File: config.mk
export PLATFORM = sky130hd
export DESIGN_NAME = instr_fetch
export DESIGN_NICKNAME = d
export VERILOG_FILES = /design/src/rtl/fetch_pkg.sv /design/src/rtl/pc_next_calc.sv /design/src/rtl/instr_fetch.sv
export SDC_FILE = /design/constraint.sdc
export NUM_CORES = 1
export LEC_CHECK = 0
export ABC_AREA = 1
export CAP_MARGIN = 20
export CORE_MARGIN = 1.5
export CORE_UTILIZATION = 40
export CTS_BUF_LIST = sky130_fd_sc_hd__clkbuf_4
export DETAILED_ROUTE_END_ITERATION = 12
export HOLD_SLACK_MARGIN = 0.12
export PLACE_DENSITY = 0.73
export SYNTH_ARGS = -nofsm -noshare
export SYNTH_HDL_FRONTEND = slang
export SYNTH_SLANG_ARGS = --single-unit
File: constraint.sdc
create_clock -name clk -period 3.6 [get_ports clk]
set_input_delay 0.54 -clock clk [delete_from_list [all_inputs] [get_ports clk]]
set_output_delay 0.54 -clock clk [all_outputs]
set_load 0.005 [all_outputs]
File: src/rtl/fetch_pkg.sv
// rtl/fetch_pkg.sv - shared types and constants for the instruction-fetch sequencer
package fetch_pkg;

    typedef enum logic [1:0] {
        ST_IDLE  = 2'd0,
        ST_REQ   = 2'd1,
        ST_VALID = 2'd2,
        ST_FAULT = 2'd3
    } fetch_state_e;

    localparam int PC_INC  = 4;
    localparam int OPC_MSB = 31;
    localparam int OPC_LSB = 21;
    localparam int OPC_W   = OPC_MSB - OPC_LSB + 1;

endpackage

File: src/rtl/pc_next_calc.sv
// rtl/pc_next_calc.sv - combinational next-PC selection (sequential or branch target)
module pc_next_calc
    import fetch_pkg::*;
#(
    parameter int ADDR_W = 64
) (
    input  logic [ADDR_W-1:0] instr_pc,
    input  logic              pc_src,
    input  logic [ADDR_W-1:0] br_off,
    output logic [ADDR_W-1:0] pc_next
);

    // br_off is a word offset; shifting by two gives bytes, and the sum wraps naturally
    always_comb begin
        pc_next = instr_pc + ADDR_W'(PC_INC);
        if (pc_src) begin
            pc_next = instr_pc + (br_off << 2);
        end
    end

endmodule

File: src/rtl/instr_fetch.sv
// rtl/instr_fetch.sv - LEGv8 instruction-fetch sequencer with req/ack memory port
module instr_fetch
    import fetch_pkg::*;
#(
    parameter int              ADDR_W   = 64,
    parameter int              INSTR_W  = 32,
    parameter logic [ADDR_W-1:0] RESET_PC = '0
) (
    input  logic                clk,
    input  logic                rst_n,
    output logic                imem_req,
    output logic [ADDR_W-1:0]   imem_addr,
    input  logic                imem_ack,
    input  logic [INSTR_W-1:0]  imem_rdata,
    input  logic                imem_err,
    output logic                instr_valid,
    input  logic                instr_ready,
    input  logic                stall,
    output logic [INSTR_W-1:0]  instr,
    output logic [OPC_W-1:0]    opcode,
    output logic [ADDR_W-1:0]   instr_pc,
    input  logic                pc_src,
    input  logic [ADDR_W-1:0]   br_off,
    output logic                fault,
    output logic [31:0]         fetch_count
);

    fetch_state_e        state_q, state_d;
    logic [ADDR_W-1:0]   pc_q, pc_d;
    logic                imem_req_q, imem_req_d;
    logic [ADDR_W-1:0]   imem_addr_q, imem_addr_d;
    logic                instr_valid_q, instr_valid_d;
    logic [INSTR_W-1:0]  instr_q, instr_d;
    logic [ADDR_W-1:0]   instr_pc_q, instr_pc_d;
    logic                fault_q, fault_d;
    logic [31:0]         fetch_count_q, fetch_count_d;
    logic [ADDR_W-1:0]   pc_nxt;
    logic                consume;

    pc_next_calc #(.ADDR_W(ADDR_W)) u_pc_next_calc (
        .instr_pc (instr_pc_q),
        .pc_src   (pc_src),
        .br_off   (br_off),
        .pc_next  (pc_nxt)
    );

    // stall wins over instr_ready so a hazard hold can never leak a consume
    assign consume = instr_valid_q & instr_ready & ~stall;

    // next-state and output computation for the fetch FSM
    always_comb begin
        state_d       = state_q;
        pc_d          = pc_q;
        imem_req_d    = imem_req_q;
        imem_addr_d   = imem_addr_q;
        instr_valid_d = instr_valid_q;
        instr_d       = instr_q;
        instr_pc_d    = instr_pc_q;
        fault_d       = fault_q;
        fetch_count_d = fetch_count_q;
        case (state_q)
            ST_IDLE: begin
                state_d     = ST_REQ;
                imem_req_d  = 1'b1;
                imem_addr_d = pc_q;
            end
            ST_REQ: begin
                imem_req_d  = 1'b1;
                imem_addr_d = pc_q;
                if (imem_ack) begin
                    imem_req_d = 1'b0;
                    if (imem_err) begin
                        fault_d = 1'b1;
                        state_d = ST_FAULT;
                    end else begin
                        instr_d       = imem_rdata;
                        instr_pc_d    = pc_q;
                        instr_valid_d = 1'b1;
                        state_d       = ST_VALID;
                    end
                end
            end
            ST_VALID: begin
                imem_req_d = 1'b0;
                if (consume) begin
                    pc_d          = pc_nxt;
                    imem_req_d    = 1'b1;
                    imem_addr_d   = pc_nxt;
                    instr_valid_d = 1'b0;
                    fetch_count_d = fetch_count_q + 32'd1;
                    state_d       = ST_REQ;
                end
            end
            default: begin
                imem_req_d    = 1'b0;
                instr_valid_d = 1'b0;
            end
        endcase
    end

    // state and registered outputs; reset drops the request immediately
    always_ff @(posedge clk or negedge rst_n) begin
        if (!rst_n) begin
            state_q       <= ST_IDLE;
            pc_q          <= RESET_PC;
            imem_req_q    <= 1'b0;
            imem_addr_q   <= RESET_PC;
            instr_valid_q <= 1'b0;
            instr_q       <= '0;
            instr_pc_q    <= RESET_PC;
            fault_q       <= 1'b0;
            fetch_count_q <= '0;
        end else begin
            state_q       <= state_d;
            pc_q          <= pc_d;
            imem_req_q    <= imem_req_d;
            imem_addr_q   <= imem_addr_d;
            instr_valid_q <= instr_valid_d;
            instr_q       <= instr_d;
            instr_pc_q    <= instr_pc_d;
            fault_q       <= fault_d;
            fetch_count_q <= fetch_count_d;
        end
    end

    assign imem_req    = imem_req_q;
    assign imem_addr   = imem_addr_q;
    assign instr_valid = instr_valid_q;
    assign instr       = instr_q;
    assign opcode      = instr_q[OPC_MSB:OPC_LSB];
    assign instr_pc    = instr_pc_q;
    assign fault       = fault_q;
    assign fetch_count = fetch_count_q;

endmodule

======== Word-level counts from Yosys, hierarchy flattened ========
Cells that the tools add are included.
word-level totals
  logic and storage cells ................. 46
  flip-flop bits (word level) ............. 261
  output and inout bits ................... 206
  input bits .............................. 103
operators by class
  bitwise gates (word level) .............. 5
  reduce and logical (&&, ||, !) cells .... 10
  muxes and demuxes ....................... 14
  eq/ne operators ......................... 5
  $add $sub $neg .......................... 3
operators by type and width
  cell                                                              count
  64-bit two-way mux                                                2
  64-bit case mux with 2 select lines                               1
  64-bit by 3-bit adder with 64-bit output (second input constant)  1
  64-bit adder                                                      1
  32-bit by 1-bit adder with 32-bit output (second input constant)  1
  3-bit AND reduction                                               3
  1-bit two-way mux                                                 6
  2-bit != test (second input constant)                             3
  1-bit case mux with 3 select lines                                2
  2-bit case mux with 3 select lines                                1
  2-bit two-way mux                                                 2
  2-bit AND reduction                                               2
  4-bit AND reduction                                               1
  1-bit NOT                                                         3
  3-bit nonzero test                                                1
  1-bit AND                                                         2
  2-bit by 1-bit == test with 1-bit output (second input constant)  1
  2-bit == test (second input constant)                             1
  2-bit logical NOT                                                 1
  2-bit nonzero test                                                1
  2-bit OR reduction                                                1

======== Longest topological paths before layout ========
Gate-level depths: netlist (run 1).
  depth in word-level cells ............... 4
  gate-level depth with buffers ........... 19
  gate-level depth less buffers ........... 18

======== By module ========
A second synthesis (run 1) with hierarchy kept.
second synthesis, totals
  cells, all modules ...................... 2649
  area, all modules ....................... 17222.8 µm²
by module, submodules not included
  module        area an instance (µm²)  instances  cells an instance  sequential area each (µm²)
  instr_fetch   11071.9                 1          1296               6531.3
  pc_next_calc  6150.9                  1          1353               0.0

======== Worst setup path after synthesis (run 1) ========
No wires, ideal clock.
  path type ............................... input to register
  start point ............................. in pc_src
  end point ............................... reg imem_addr_q[40], in the netlist imem_addr[40]
  path buffers ............................ 2
  data arrival time ....................... 2.543 ns
  library setup time ...................... 0.116 ns
  data required time ...................... 3.484 ns
  stages .................................. 18
  slack ................................... 0.940 ns
  cells stage by stage .................... clkbuf_1 -> clkbuf_1 -> nand2_1 -> ha_1 -> inv_1 -> fa_1 -> inv_1 -> nand3_1 -> nand2_1 -> nand2_1 -> nand2_1 -> nand2_1 -> nand3_1 -> nand3_1 -> nand3_1 -> nand3_1 -> nand2_1 -> nand2_1
between the ends
  word-level cells in the longest chain between the ends .. 3
ends and longest elaborated chain
  item                                 RTL line            text
  start: declaration                   instr_fetch.sv:22   input logic pc_src,
  64-bit two-way mux                   pc_next_calc.sv:16  if (pc_src) begin
  64-bit two-way mux                   instr_fetch.sv:85   if (consume) begin
  64-bit case mux with 2 select lines  instr_fetch.sv:61   case (state_q)
  end signal: assignment               instr_fetch.sv:117  imem_addr_q <= imem_addr_d;
  end: declaration                     instr_fetch.sv:31   logic [ADDR_W-1:0] imem_addr_q, imem_addr_d;
Every way passes these cells. The select of a mux whose other input is x is not followed.
A chain may end at the register's enable or synchronous reset.

======== Final worst setup path (run 1) ========
  start point ............................. reg instr_pc_q[2], in the netlist instr_pc[2]
  end point ............................... reg pc_q[50]
between the ends
  word-level cells in the longest chain between the ends .. 2
  elaborated cells on any way between the ends .. 3
  those cells by class .................... 2 x add/sub; 1 x mux
ends and longest elaborated chain
  item                                                                      RTL line                                text
  start: declaration                                                        instr_fetch.sv:34                       logic [ADDR_W-1:0] instr_pc_q, instr_pc_d;
  start signal: assignment                                                  instr_fetch.sv:120                      instr_pc_q <= instr_pc_d;
  64-bit by 3-bit adder with 64-bit output or 64-bit adder (tied branches)  pc_next_calc.sv:15, pc_next_calc.sv:17
  64-bit two-way mux (*)                                                    pc_next_calc.sv:16
  end signal: assignment                                                    instr_fetch.sv:115                      pc_q <= pc_d;
  end: declaration                                                          instr_fetch.sv:29                       logic [ADDR_W-1:0] pc_q, pc_d;
Every way passes the cells marked *; elsewhere a longest branch is shown, timed or not.

==> metrics, run 1 <==
DIE AREA=43500 um2; Reg power frac=35.4%; area of the mapped netlist=16900 um2; Slew @ Worst Pin=0.801 ns; CP Launch Type=flip-flop; Worst R2R Setup Slack=0.90 ns; GRT Overall Usage=25.9%; nets=2912; fin. max-slew vios=0; Worst Path Required=4.19 ns; Clock transition at path regs=0.07 ns; CP endpoint kind=flip-flop; total CTS buffers=74; Std-Cell Rows=75; # DRC=0; status=completed; die height=208 um; first-pass GRT wire length=87.8 mm; Post-DRT Antenna Nets=0; slew margin rel.=46.6%; post-layout power=12200 uW; Critical Path Source=instr_pc[2]; via count=16200; Total Wirelength=55.7 mm; Crit Reg-Reg Startpoint=instr_pc[2]; Period minus WS final=2.70 ns; sequential area share after synthesis=38.7%; Tightest Hold Check Type=input pin to asynchronous set/reset pin; Layout area overhead=27.6%; # resized after CTS=0; P_int=7750 uW; RSZ-0062 raised after global routing=false; Crit path arrival time=3.29 ns; Setup Skew=0.0555 ns; setup TNS=0 ns; Die Width=208 um; number of port buffers=306; Post-Syn Instances=2401; Layout fillers=4126; Leak Pwr=0.0121 uW; Fin. Hold Viols=0; synth unique cells=42; worst skew pair latency=0.77 ns; Starting Density=40.4%; clk root buf=clkbuf_4; Final Non-Filler Cells=3337; core area=41800 um2; DRT Pass-1 Iters=5; CTS tree=yes; combinational power share=41.3%; syn_nets=2567; total grt overflow=0; Clock Power Share=23.3%; highest clock rate=0.370 GHz; largest net degree at the start of global routing=108; critical setup path kind=flip-flop to flip-flop; worst-path fanout max=4; gp weighted congestion=0.942; Yosys warning count=0; I/O Pins=309; drt via density=4.86; Max-cap violations=0; Initial DRC Count=1258; clock buffer depth=3; DR WL/cell=16.7 um; period utilization=75.1%; worst vdd ir=0.358 mV; Final setup viols=0; initial antenna violation count=1; layout cells sized above 1=8.48%; CTS Sinks=261; CTS HTree Levels=3; vias in the first global route=15900; Syn Area/Cell=7.04 um2; placed cells=3208; Post-DP HPWL=43.6 mm; sw power=4460 uW; Pwr Density=567 nW/um2; #FFs+latches synth=261; switch share=36.5%
==> sequential cells by signal, summed over array words and instances, names as in the netlist <==
register     flops
fault            1
fetch_count     32
imem_addr       64
imem_req         1
instr           32
instr_pc        64
instr_valid      1
pc_q            64
state_q          2
==> cell usage after synthesis, drive strengths merged <==
| master | count | share of area (%) |
|---|---|---|
| ha | 62 | 4.6 |
| nor2 | 196 | 4.5 |
| o31ai | 3 | 0.13 |
| fa | 1 | 0.12 |
| dfrtp | 261 | 39 |
| o21ai | 102 | 3.0 |
| o22a | 1 | 0.052 |
| xor2 | 28 | 1.5 |
| a21oi | 54 | 1.6 |
| o21bai | 4 | 0.18 |
| mux2 | 66 | 5.7 |
| nand4 | 14 | 0.52 |
| o211ai | 4 | 0.18 |
| inv | 442 | 9.8 |
| clkbuf | 37 | 0.82 |
| nor3 | 22 | 0.81 |
| a221oi | 1 | 0.089 |
| and2 | 2 | 0.074 |
| buf | 34 | 1.4 |
| a31oi | 17 | 0.63 |
| nor4 | 2 | 0.11 |
| a21o | 5 | 0.22 |
| nand3b | 2 | 0.11 |
| a31o | 1 | 0.052 |
| a22o | 10 | 0.52 |
| nand3 | 102 | 3.1 |
| nand2 | 899 | 20 |
| xnor2 | 29 | 1.5 |
==> cells in the final DEF (no fill, tap or decap), drive strengths merged, types with 3 or more instances in the layout <==
master         instances
clkdlybuf4s50        304
nor2                 196
clkbuf               100
o21ai                102
a22o                  10
mux2                  66
dfrtp                261
clkinv                19
inv                  445
nor3                  22
bufinv                 3
xnor2                 29
a31oi                 17
ha                    62
a21o                   5
xor2                  28
nand3                102
nand4                 14
o21bai                 4
o31ai                  3
nand2                899
o211ai                 4
a21oi                 54
buf                   35
==> logic make-up (layout without fill, tap and decap cells) <==
kind of cell / Yosys count / count (layout) / share of synthesized area [%]
mux: 66 / 66 / 5.69
compound gates: 202 / 202 / 6.67
other cells: 0 / 2 / 0
flops: 261 / 261 / 38.7
fa+ha+maj: 63 / 63 / 4.71
buf+inv: 513 / 908 / 12.1
simple gates: 1239 / 1239 / 29.2
xor+xnor: 57 / 57 / 2.96
==> worst paths after layout <==
| kind | end | cells after the start |
|---|---|---|
| max | pc_q[50] | 15 |
| min | fetch_count[28] | 2 |
| max reg2reg | pc_q[50] | 15 |
| min reg2reg | fault | 1 |
| max in group asynchronous | pc_q[8] | 3 |
| min in group clk | instr[29] | 2 |
==> through the flow <==
stage	hold slack [ns]	cell area, um2	worst slack [ns]	util (%)
4_1_cts	0.308	21500	0.932	51.6
3_3_place_gp	0.452	20600	0.211	49.3
3_5_place_dp	0.461	20600	0.183	49.3
5_1_grt	0.345	21600	0.681	51.6
2_1_floorplan	0.244	16900	0.940	-
6_report	0.376	21600	0.898	51.6
==> cell type report <==
| type | instances | area (um2) | share of cell area [%] |
|---|---|---|---|
| clock buffers | 100 | 751 | 3.48 |
| clock inverters | 26 | 195 | 0.906 |
| flip-flops and latches | 261 | 6530 | 30.3 |
| well taps | 539 | 674 | 3.13 |
| multi-input cells | 1627 | 8340 | 38.7 |
| inverters | 442 | 1660 | 7.70 |
| diodes | 2 | 5.00 | 0.0232 |
| repair buffers | 340 | 3400 | 15.8 |
==> worst max-delay path: stages, from the launching register on <==
cell and delay, ns:
dfrtp_1 0.43, ha_1 0.21, inv_1 0.06, fa_1 0.40
inv_1 0.11, nand3_1 0.07, nand2_1 0.17, nand2_1 0.07
nand2_1 0.14, nand2_1 0.07, nand2_1 0.21, nand3_1 0.24
nand4_1 0.18, nand2_1 0.06, nand2_1 0.05, o21ai_0 0.09
==> power groups by stage <==
stage / combinational [uW] / sequential (uW) / clock (uW)
finish: 5050 / 4330 / 2850
global route: 5590 / 4430 / 3090
CTS: 5070 / 4330 / 2940
detailed placement: 5030 / 4360 / 0
global placement: 4970 / 4330 / 0
floorplan: 2610 / 4270 / 0
==> per-layer routing <==
metal / vias to the layer above / routed length (um) / GRT usage [%]
met1: 7557 / 24600 / 33.9
met5: - / 0 / 0
met4: 0 / 1500 / 9.31
li1: 8057 / - / -
met3: 83 / 3130 / 4.26
met2: 505 / 26500 / 43.2
==> what timing repair did <==
item	CTS	global route
hold buffers	1	0
buffers inserted	0	0
endpoints found under the hold margin	80	0
(Power assumes the default switching activity.)
==> inputs of run 2 (changes only) <==
==> constraint.sdc (replaced) <==
create_clock -name clk -period 2.5 [get_ports clk]
set_input_delay 0.375 -clock clk [delete_from_list [all_inputs] [get_ports clk]]
set_output_delay 0.375 -clock clk [all_outputs]
set_load 0.005 [all_outputs]
==> metrics, run 2 (synthesized netlist as in run 1, its figures left out) <==
commonest non-fill, non-tap cell in the layout=nand2_1; clock buffer depth=3 (unchanged); RSZ-0062 raised after global routing=true; CTS tree=yes; Period minus WS final=2.38 ns (-0.324 ns); Crit path largest cell delay=0.41 ns (-0.02 ns); DIE AREA=43500 um2 (unchanged); GRT Overall Usage=27.5% (+1.6 points); Die Width=208 um (unchanged); Slew @ Worst Pin=0.588 ns (-0.213 ns); core area=41800 um2 (unchanged); status=completed; gp weighted congestion=0.961 (+2.0%); setup TNS=0 ns (unchanged); CP Launch Type=flip-flop; Crit path arrival time=3.03 ns (-0.26 ns); Total Wirelength=60.0 mm (+7.8%); Final setup viols=0 (unchanged); # DRC=0 (unchanged); Worst Path Required=3.15 ns (-1.04 ns); I/O Pins=309 (unchanged); Fin. Hold Viols=0 (unchanged); critical setup path kind=flip-flop to flip-flop; Post-DP HPWL=46.6 mm (+6.7%); Starting Density=40.4% (unchanged); drt via density=4.83 (-0.55%); Max-cap violations=0 (unchanged); Setup Skew=0.0562 ns (+0.000647 ns); Post-DRT Antenna Nets=0 (unchanged); Layout area overhead=39.4%; CP endpoint kind=flip-flop; Tightest Hold Check Type=input pin to asynchronous set/reset pin; via count=17100 (+5.6%); Layout fillers=3949 (-4.3%); post-layout power=18700 uW (+53%); most frequent cells in the layout=nand2_1, inv_1, clkdlybuf4s50_1; total CTS buffers=79 (+6.8%); Pwr Density=795 nW/um2 (+40%); number of port buffers=306 (unchanged); cell repeated most along the worst path=nand2_1; DR WL/cell=16.9 um (+1.5%); layout cells sized above 1=16.8% (+8.3 points); CP Cell Sequence=ha_1 -> nand2_1 -> inv_1 -> nand2_1 -> nand2_1 -> buf_4 -> nand2_1 -> nand2_1 -> inv_1 -> nand2_1 -> a21oi_1 -> buf_4 -> nand2_1 -> nand2_1 -> nand3_1 -> nand2_1 -> nand2_1; highest clock rate=0.421 GHz (+14%); cell area after layout=23500 um2 (+9.2%); first-pass GRT wire length=93.2 mm (+6.1%); total grt overflow=0 (unchanged); top cell family by delay on the critical path=simple AND/OR/NAND/NOR gates; Clock transition at path regs=0.07 ns (about the same); largest net degree at the start of global routing=74 (-31%); placed cell area=22300 um2 (+8.3%); CTS HTree Levels=3 (unchanged); fin worst setup slack=0.122 ns (-0.776 ns); die height=208 um (unchanged); CTS Sinks=261 (unchanged); buffers plus inverters on the worst setup path=4 (+2); worst skew pair latency=0.77 ns (about the same); period utilization=95.1% (+20 points); Std-Cell Rows=75 (unchanged); worst vdd ir=0.540 mV (+51%); clk root buf=clkbuf_4; Initial DRC Count=1130 (-10%); vias in the first global route=17100 (+8.0%); Leak Pwr=0.0132 uW (+9.2%); fin. max-slew vios=0 (unchanged); nets=3127 (+7.4%); worst-path fanout max=3 (-1); Slowest-stage cell, CP=dfrtp_1; DRT Pass-1 Iters=6 (+1); initial antenna violation count=2 (+1); slew margin rel.=60.8% (+14 points); Place WS=-0.500 ns (-0.683 ns)
==> run 2: cell type report <==
cell class / instances / area (um2) / share of cell area [%]
Antenna cell: 1 / 2.50 / 0.0106
Clock buffer: 98 / 736 / 3.13
Clock inverter: 25 / 179 / 0.760
Inverter: 442 / 1660 / 7.05
Multi-Input combinational cell: 1627 / 8650 / 36.7
Sequential cell: 261 / 6530 / 27.7
Tap cell: 539 / 674 / 2.86
Timing Repair Buffer: 550 / 5110 / 21.7
==> run 2: path summary, 6_finish.rpt <==
kind | from | endpoint | slack, ns | cells past startpoint
worst min-delay path | rst_n | fetch_count[29] | 0.20 | 2
max in group asynchronous | rst_n | instr_pc[54] | 1.48 | 3
worst min register to register | imem_addr[23] | imem_addr[23] | 0.48 | 2
worst max-delay path | instr_pc[37] | imem_addr[59] | 0.12 | 17
min in group clk | imem_rdata[26] | instr[26] | 0.23 | 2
worst max register to register | instr_pc[37] | imem_addr[59] | 0.12 | 17
==> run 2: timing repair <==
item | CTS | global route
hold buffers | 1 | 0
setup endpoints to repair | 0 | 55
hold endpoints to repair | 243 | 0
buffers inserted | 0 | 1
resized for setup | 0 | 70
==> run 2: through the flow <==
| step | std cells | hold WS (ns) | utilization, % |
|---|---|---|---|
| after CTS | 3541 | 0.133 | 55.6 |
| after global placement | 3417 | 0.390 | 53.4 |
| after global routing | 3543 | 0.183 | 56.4 |
| after floorplan | 2401 | 0.0794 | - |
| after detailed placement | 3417 | 0.396 | 53.4 |
| final | 3543 | 0.199 | 56.4 |
==> run 2: layer usage <==
metal | vias up | share of wire (%) | wire length [um] | GRT usage (%)
met2 | 547 | 48 | 28600 | 46.6
met3 | 99 | 6.2 | 3710 | 4.77
met1 | 8004 | 43 | 26000 | 34.9
met5 | - | 0 | 0 | 0
met4 | 0 | 3.0 | 1780 | 10.9
li1 | 8457 | - | - | -
==> run 2: power by group <==
| part | internal [uW] | total, uW | switching, uW |
|---|---|---|---|
| registers | 5380 | 6250 | 877 |
| clock network | 2120 | 4010 | 1890 |
| logic | 4430 | 8460 | 4020 |
| total | 11900 | 18700 | 6790 |
==> run 2: worst reg2reg max path, delay by kind of cell (launching register included) <==
family                     cells  cell delay [ns]
DFF                            1             0.41
buffers and inverters          4             0.40
adders and majority gates      1             0.34
and+or+nand+nor               11             0.91
AOI/OAI and AO/OA              1             0.23
